==> config.mk <==
export PLATFORM = sky130hd
export DESIGN_NAME = wdg_sat_cnt
export DESIGN_NICKNAME = d
export VERILOG_FILES = /design/src/rtl/wdg_sat_cnt.sv
export SDC_FILE = /design/constraint.sdc
export NUM_CORES = 1
export LEC_CHECK = 0
export ABC_AREA = 1
export ABC_CLOCK_PERIOD_IN_PS = 3000
export CAP_MARGIN = 20
export CORE_MARGIN = 2
export CORE_UTILIZATION = 52
export CTS_CLUSTER_SIZE = 12
export DETAILED_ROUTE_END_ITERATION = 8
export PLACE_DENSITY = 0.91
export REMOVE_ABC_BUFFERS = 1
export SETUP_SLACK_MARGIN = 0.02
export SLEW_MARGIN = 10
export SYNTH_ARGS = -nofsm -noshare
export SYNTH_HDL_FRONTEND = slang
export SYNTH_SLANG_ARGS = --single-unit
export TNS_END_PERCENT = 10
==> constraint.sdc <==
create_clock -name clk -period 3 [get_ports clk]
set_input_delay 0.6 -clock clk [delete_from_list [all_inputs] [get_ports clk]]
set_output_delay 0.6 -clock clk [all_outputs]
set_load 0.01 [all_outputs]
==> src/rtl/wdg_sat_cnt.sv <==
// ---------------------------------------------------------------------------
// wdg_sat_cnt
// Up-counter that sticks at all-ones instead of wrapping, so a very long
// simulation can never make an idle or global count look small again.
//   clk   : system clock
//   rst_n : synchronous active-low reset, clears the count
//   clr   : synchronous clear, wins over inc
//   inc   : count up by one when not already saturated
//   cnt   : current count (registered)
// ---------------------------------------------------------------------------
module wdg_sat_cnt #(
    parameter int W = 16
) (
    input  logic         clk,
    input  logic         rst_n,
    input  logic         clr,
    input  logic         inc,
    output logic [W-1:0] cnt
);

    localparam logic [W-1:0] ONE     = {{(W-1){1'b0}}, 1'b1};
    localparam logic [W-1:0] ALLONES = {W{1'b1}};

    // Clear has priority so a kick arriving together with an increment
    // request always restarts the count from zero.
    always_ff @(posedge clk) begin
        if (!rst_n) begin
            cnt <= '0;
        end else if (clr) begin
            cnt <= '0;
        end else if (inc && (cnt != ALLONES)) begin
            cnt <= cnt + ONE;
        end
    end

endmodule

==> results.toml, run 1 <==
[power]
power_density_nw_per_um2 = 308
leakagePower_nw = 0.375
p_sw_share_pct = 22.9
p_sw_w = 0.0000801
p_clk_share_pct = 32.5
combPwrFrac_pct = 6.2
seqPwrFrac_pct = 61.3
irDropWorstVdd_uv = 349
p_int_w = 0.000270

[logic_synthesis]
synth_common_cells = "nor2_1, nand2_1, dfxtp_1"
avgSynthCellArea_sq_um = 5.95
yosysMostFrequentCell = "nor2_1"
netlist.area_leader.share_pct = 35.2
synth_edf_count = 0
synth_seq_cells = 16
syn-cell-area_sq_um = 911
async_flop_share_pct = 0
yosys-top-cells-area = "dfxtp_1, nor2_1, nand2_1"
yosys_warnings = 0
synth_seq_area_share_pct = 35.2
synth_cell_type_count = 14
yosys_most_used_dff = "dfxtp_1"
synth.largest_area_cell = "dfxtp_1"
syn_inst = 153

[critical_path]
critPathBufInv = 1
end_kind = "flip-flop"
path_common_cell = "nor2_1"
crit_path_max_fanout = 20
worstSetupStartpointType = "flip-flop"
cp_slowest_stage_delay_ns = 0.64
cp_slowest_cell = "nand4_1"
critPathArrivalTime_ns = 2.19
setup.worst_path.class = "flip-flop to flip-flop"
crit_chain = "ha_1 -> inv_1 -> nor2_1 -> nand4_1 -> a21oi_1 -> nor2_1"
worstPathRequired_ns = 3.18
path_delay_family = "simple AND/OR/NAND/NOR gates"

[sta]
setup_viol = 0
tns_ns = 0
slew_headroom_pct = 48.1
worst_pin_slew_ns = 0.777
fin_worst_skew_ns = 0.00331
rsz0062_at_grt = "no"
fmax_ghz = 0.498
min_period_over_period_pct = 67.0
hold_viol_final = 0
slew_viol_final = 0
fin_crit_ns = 2.01

[global_routing]
grt_pass1_vias = 919
grt_pass1_wl_microns = 3660
antenna_found_initial = 0
grt_max_degree = 21
overflow = 0
grt.total_usage_pct = 24.3

[min_path]
min_path_type = "flip-flop to flip-flop"

[clocking]
clkTransAtPathRegs_ns = 0.09
post_cts_resize_count = 0
cts_buffer_depth = 2
post-cts-setup-buffer-count = 0
root_buffer = "clkbuf_4"
cts_hold_buf = 0
cts_max_level = 1
cts_made_buffers = 3
clk_latency_ns = 0.29
cts_tree = "built"
clkSinkCount = 16

[status]
outcome = "finished clean"

[floorplan]
chipHeight_microns = 45.9
die_area_sq_um = 2100
die_w_microns = 45.9
io_pins = 20
start_util_pct = 53.9
core_area_sq_um = 1690
num_rows = 15

[route]
drtIter0Drc = 39
drc_errors = 0
wl_per_cell_microns = 11.6
detailroute.via_count = 1054
ant_nets = 0
dr.pass1.iters = 4
routed_wirelength_microns = 2200
vias_per_cell = 5.55

[final_layout]
reg_top3 = "cnt x16"
layout-drive-gt1-share_pct = 4.62
largest_register_ffs = 16
diodes = 0
fillers = 153
nets = 180
finalNonFillerCells = 190
regMostFlops = "cnt"
area_delta_synth_final_pct = 24.9

[placed_design]
gp_congestion = 0.866
portBuffers = 19
dp_cells = 187
hpwl_microns = 1660

[flow_run]
maxCapViolations = 0
metrics by stage:
step / total power, W / worst slack [ns] / util, % / hold WS [ns] / area [sq um]
floorplan: 0.000231 / 1.31 / - / 0.541 / 896
global placement: 0.000241 / 1.09 / 66.0 / 0.516 / 1110
detailed placement: 0.000242 / 0.994 / 66.0 / 0.528 / 1110
CTS: 0.000350 / 1.00 / 67.3 / 0.543 / 1140
global route: 0.000361 / 0.685 / 67.3 / 0.586 / 1140
finish: 0.000350 / 0.991 / 67.3 / 0.540 / 1140
tightest hold or removal path: cells and delay by family (launching register included):
family	cells	cell delay (ns)
flops	1	0.34
simple gates	1	0.05
compound gates	1	0.11
final timing paths:
check	startpoint	endpoint	slack, ns	cells past startpoint
setup / recovery	cnt[1]$_SDFFE_PP0P_	cnt[6]$_SDFFE_PP0P_	0.99	6
hold / removal	cnt[9]$_SDFFE_PP0P_	cnt[9]$_SDFFE_PP0P_	0.54	2
setup reg to reg	cnt[1]$_SDFFE_PP0P_	cnt[6]$_SDFFE_PP0P_	0.99	6
hold reg to reg	cnt[9]$_SDFFE_PP0P_	cnt[9]$_SDFFE_PP0P_	0.54	2
power by group through the flow:
stage	registers [W]	logic (W)	clock network, W
final	0.000215	0.0000216	0.000114
after global routing	0.000215	0.0000246	0.000121
after CTS	0.000215	0.0000217	0.000113
after detailed placement	0.000220	0.0000216	0
after global placement	0.000220	0.0000208	0
after floorplan	0.000220	0.0000104	0
layout by cell type, fill, tap and decap left out:
cell / instances
a21oi_1: 12
nand3_1: 13
inv_1: 12
nand3b_1: 2
nor2_2: 3
o21ai_1: 1
clkbuf_4: 3
ha_1: 1
nor2_1: 42
o21ai_0: 3
buf_4: 1
clkdlybuf4s50_1: 19
nand2_2: 1
nand4_1: 4
nand2_1: 40
dfxtp_1: 16
metal layers:
layer	GRT usage (%)	part of all wire [%]	up-vias
li1	-	-	531
met1	30.1	42	480
met2	37.5	50	37
met3	2.78	4.8	6
met4	19.4	2.6	0
met5	0	0	-
layout make-up:
class | instances | area [sq um] | share of cell area, %
flip-flops and latches | 16 | 320 | 28.2
clock buffers | 3 | 22.5 | 1.98
multi-input cells | 122 | 531 | 46.6
repair buffers | 20 | 198 | 17.4
inverters | 12 | 45.0 | 3.96
well taps | 17 | 21.3 | 1.87
kinds of logic (layout without fill, tap and decap cells):
kind of cell	Yosys count	in the layout	synth area share, %
AND/OR/NAND/NOR	105	105	48.1
buffers and inverters	15	35	6.59
flip-flops	16	16	35.2
adder cells (fa/ha/maj)	1	1	1.37
AO/OA/AOI/OAI	16	16	8.79
Note: power is estimated with default switching activity, not from simulation.
==> run 2, diff against run 1 <==
--- a/config.mk
+++ b/config.mk
@@ -6,13 +6,13 @@
 export NUM_CORES = 1
 export LEC_CHECK = 0
 export ABC_AREA = 1
-export ABC_CLOCK_PERIOD_IN_PS = 3000
+export ABC_CLOCK_PERIOD_IN_PS = 1900
 export CAP_MARGIN = 20
 export CORE_MARGIN = 2
-export CORE_UTILIZATION = 52
+export CORE_UTILIZATION = 49
 export CTS_CLUSTER_SIZE = 12
 export DETAILED_ROUTE_END_ITERATION = 8
-export PLACE_DENSITY = 0.91
+export PLACE_DENSITY = 0.87
 export REMOVE_ABC_BUFFERS = 1
 export SETUP_SLACK_MARGIN = 0.02
 export SLEW_MARGIN = 10
==> constraint.sdc (replaced) <==
create_clock -name clk -period 1.9 [get_ports clk]
set_input_delay 0.38 -clock clk [delete_from_list [all_inputs] [get_ports clk]]
set_output_delay 0.38 -clock clk [all_outputs]
set_load 0.01 [all_outputs]
==> run 2 against run 1 <==
Against the previous run:
- clock skew rose by 0.0020 ns
- die area up 5.6%
- core utilization fell by 0.74 points
- highest routed layer unchanged
==> results.toml, run 2 (synthesis results as in run 1) <==
[status]
outcome = "finished clean"

[final_layout]
layout-drive-gt1-share_pct = 5.71
final_util_pct = 66.6
reg_top3 = "cnt x16"
largest_register_ffs = 16
final_cell_mix = "nor2_1, nand2_1, clkdlybuf4s50_1"
diodes = 0
nets = 182
finalNonFillerCells = 200
layout_commonest_cell = "nor2_1"
regMostFlops = "cnt"
area_delta_synth_final_pct = 27.6

[floorplan]
die_area_sq_um = 2220
num_rows = 15
core_area_sq_um = 1750
chipHeight_microns = 47.1
start_util_pct = 52.2
io_pins = 20
die_w_microns = 47.1

[sta]
fin_crit_ns = 1.69
slew_viol_final = 0
rsz0062_at_grt = "no"
finalWorstSetupSlack_ns = 0.209
worst_pin_slew_ns = 0.294
fmax_ghz = 0.591
tns_ns = 0
slew_headroom_pct = 80.3
fin_worst_skew_ns = 0.00527
setup_viol = 0
min_period_over_period_pct = 89.0
hold_viol_final = 0
holdWs_ns = 0.542

[power]
p_clk_share_pct = 32.4
seqPwrFrac_pct = 61.5
p_sw_w = 0.000125
irDropWorstVdd_uv = 457
leakagePower_nw = 0.383
power_density_nw_per_um2 = 475
p_int_w = 0.000427
p_sw_share_pct = 22.7
combPwrFrac_pct = 6.1

[flow_run]
maxCapViolations = 0

[route]
detailroute.via_count = 1052
routed_wirelength_microns = 2140
vias_per_cell = 5.26
dr.pass1.iters = 4
wl_per_cell_microns = 10.7
drc_errors = 0
ant_nets = 0
drtIter0Drc = 45

[clocking]
clkTransAtPathRegs_ns = 0.09
cts_tree = "built"
post-cts-setup-buffer-count = 0
post_cts_resize_count = 0
clkSinkCount = 16
cts_max_level = 1
clk_latency_ns = 0.29
root_buffer = "clkbuf_4"
cts_made_buffers = 3
cts_hold_buf = 0
cts_buffer_depth = 2

[critical_path]
worstPathRequired_ns = 1.52
end_kind = "output port"
cp_slowest_stage_delay_ns = 0.58
critPathBufInv = 1
crit_path_max_fanout = 7
critPathArrivalTime_ns = 1.31
setup.worst_path.class = "flip-flop to output port"
worstSetupStartpointType = "flip-flop"
cp_slowest_cell = "clkdlybuf4s50_1"
crit_chain = "clkdlybuf4s50_1"
path_delay_family = "buffers and inverters"
r2r-start = "cnt[0]$_SDFFE_PP0P_"
crit_start = "cnt[11]$_SDFFE_PP0P_"

[global_routing]
grt_pass1_vias = 836
overflow = 0
grt.total_usage_pct = 22.6
grt_max_degree = 16
grt_pass1_wl_microns = 3500
antenna_found_initial = 0

[placed_design]
portBuffers = 19
dp_cells = 197
dp_slack_ns = 0.180
hpwl_microns = 1610
gp_congestion = 0.849

[min_path]
worstHoldStart = "cnt[9]$_SDFFE_PP0P_"
min_path_type = "flip-flop to flip-flop"
run 2: final cells by class:
cell class,count,area [sq um]
inverters,12,45.0
well taps,25,31.3
flip-flops and latches,16,320
multi-input cells,122,531
clock buffers,3,22.5
repair buffers,22,213
fillers,159,583
run 2: through the flow:
step	total power [W]	area (sq um)
final	0.000552	1160
after global routing	0.000575	1160
after CTS	0.000551	1160
after detailed placement	0.000381	1140
after global placement	0.000380	1140
after floorplan	0.000364	896
run 2: path summary, 6_finish.rpt:
path,endpoint,slack [ns],cells past startpoint
max,cnt[11],0.21,1
max reg2reg,cnt[3]$_SDFFE_PP0P_,0.44,7
min,cnt[9]$_SDFFE_PP0P_,0.54,2
min reg2reg,cnt[9]$_SDFFE_PP0P_,0.54,2
run 2: power by group through the flow:
stage | clock, W | combinational [W] | sequential (W)
CTS | 0.000177 | 0.0000342 | 0.000339
global route | 0.000196 | 0.0000388 | 0.000340
floorplan | 0 | 0.0000165 | 0.000348
detailed placement | 0 | 0.0000340 | 0.000347
global placement | 0 | 0.0000327 | 0.000347
finish | 0.000179 | 0.0000338 | 0.000339
run 2: per-layer routing:
layer / GRT usage, % / vias up / share of wire (%) / wire (microns)
met5: 0 / - / 0 / 0
met4: 10.0 / 0 / 2.2 / 46
met3: 4.62 / 7 / 7.0 / 149
met2: 36.7 / 37 / 48 / 1030
met1: 29.0 / 473 / 43 / 914
li1: - / 535 / - / -
==> run 3, diff against run 2 <==
--- a/config.mk
+++ b/config.mk
@@ -12,7 +12,7 @@
 export CORE_UTILIZATION = 49
 export CTS_CLUSTER_SIZE = 12
 export DETAILED_ROUTE_END_ITERATION = 8
-export PLACE_DENSITY = 0.87
+export PLACE_DENSITY = 0.78
 export REMOVE_ABC_BUFFERS = 1
 export SETUP_SLACK_MARGIN = 0.02
 export SLEW_MARGIN = 10
==> run 3 against run 2 <==
Against the previous run:
- sequential cell count unchanged
- worst setup slack got worse by 0.0079 ns
- non-clock buffer count is the same
- global-route usage rose by 0.59 points
- total power up 0.89%
- routed wire length up 5.0%
- register-to-register slack worse by 0.03 ns
==> results.toml, run 3 (synthesis results as in run 1) <==
[sta]
fin_crit_ns = 1.70
worst_pin_slew_ns = 0.288
setup_viol = 0
fmax_ghz = 0.589
rsz0062_at_grt = "no"
tns_ns = 0
hold_viol_final = 0
slew_viol_final = 0
fin_worst_skew_ns = 0.00393
slew_headroom_pct = 80.7
min_period_over_period_pct = 89.4

[floorplan]
start_util_pct = 52.2
die_w_microns = 47.1
core_area_sq_um = 1750
io_pins = 20
die_area_sq_um = 2220
num_rows = 15
chipHeight_microns = 47.1

[critical_path]
path_delay_family = "buffers and inverters"
crit_chain = "clkdlybuf4s50_1"
crit_path_max_fanout = 7
critPathArrivalTime_ns = 1.32
worstSetupStartpointType = "flip-flop"
cp_slowest_stage_delay_ns = 0.58
end_kind = "output port"
rrSetupSlack_ns = 0.41
cp_slowest_cell = "clkdlybuf4s50_1"
critPathBufInv = 1
setup.worst_path.class = "flip-flop to output port"
worstPathRequired_ns = 1.52

[clocking]
post_cts_resize_count = 0
cts_buffer_depth = 2
cts_hold_buf = 0
clk_latency_ns = 0.29
cts_made_buffers = 3
root_buffer = "clkbuf_4"
clkSinkCount = 16
cts_tree = "built"
clkTransAtPathRegs_ns = 0.09
cts_max_level = 1
post-cts-setup-buffer-count = 0

[global_routing]
grt_max_degree = 16
grt_pass1_wl_microns = 3610
grt_pass1_vias = 889
grt.total_usage_pct = 23.2
overflow = 0
antenna_found_initial = 0

[flow_run]
maxCapViolations = 0

[route]
vias_per_cell = 5.24
drtIter0Drc = 23
ant_nets = 0
wl_per_cell_microns = 11.2
drc_errors = 0
detailroute.via_count = 1047
dr.pass1.iters = 4
routed_wirelength_microns = 2240

[final_layout]
layout_commonest_cell = "nor2_1"
largest_register_ffs = 16
final_cell_mix = "nor2_1, nand2_1, clkdlybuf4s50_1"
fillers = 180
layout-drive-gt1-share_pct = 5.71
regMostFlops = "cnt"
multiInputGateArea_sq_um = 531
diodes = 0
regArea_sq_um = 320
final_util_pct = 66.6
nets = 182
reg_top3 = "cnt x16"
area_delta_synth_final_pct = 27.6

[placed_design]
hpwl_microns = 1720
portBuffers = 19
gp_congestion = 0.863

[min_path]
min_path_type = "flip-flop to flip-flop"

[power]
irDropWorstVdd_uv = 412
leakagePower_nw = 0.383
power_density_nw_per_um2 = 479

[status]
outcome = "finished clean"
## run 3: cell counts in the layout (fill, tap and decap cells not counted)
Identical to the previous run, type by type.
## run 3: path summary, 6_finish.rpt
path | startpoint | endpoint | depth (start not counted)
setup reg to reg | cnt[1]$_SDFFE_PP0P_ | cnt[15]$_SDFFE_PP0P_ | 7
hold reg to reg | cnt[5]$_SDFFE_PP0P_ | cnt[5]$_SDFFE_PP0P_ | 2
hold / removal | cnt[5]$_SDFFE_PP0P_ | cnt[5]$_SDFFE_PP0P_ | 2
setup / recovery | cnt[11]$_SDFFE_PP0P_ | cnt[11] | 1
## run 3: power breakdown
group / internal [W] / total (W) / switching (W)
Sequential: 0.000337 / 0.000339 / 0.00000248
Combinational: 0.0000161 / 0.0000344 / 0.0000183
Clock: 0.0000739 / 0.000183 / 0.000109
## run 3: metal layers
layer  part of all wire, %  global-route usage (%)  wire length, microns
met5                     0                       0                     0
met4                   1.6                    10.0                    36
met3                   3.9                    3.85                    87
met2                    48                    38.1                  1080
met1                    46                    30.0                  1040
## run 3: final cells by class
| type | count | share of cell area, % |
|---|---|---|
| clock buffers | 3 | 1.94 |
| inverters | 12 | 3.88 |
| multi-input cells | 122 | 45.6 |
| flip-flops and latches | 16 | 27.6 |
| well taps | 25 | 2.69 |
| repair buffers | 22 | 18.3 |
## run 3: through the flow
stage               setup WS, ns  hold slack, ns  cell area [sq um]  instances  total power, W
detailed placement         0.157           0.525               1140        197        0.000382
CTS                        0.210           0.538               1160        200        0.000556
floorplan                  0.205           0.541                896        150        0.000364
global placement           0.214           0.520               1140        197        0.000380
finish                     0.201           0.540               1160        200        0.000557
global route               0.127           0.571               1160        200        0.000573
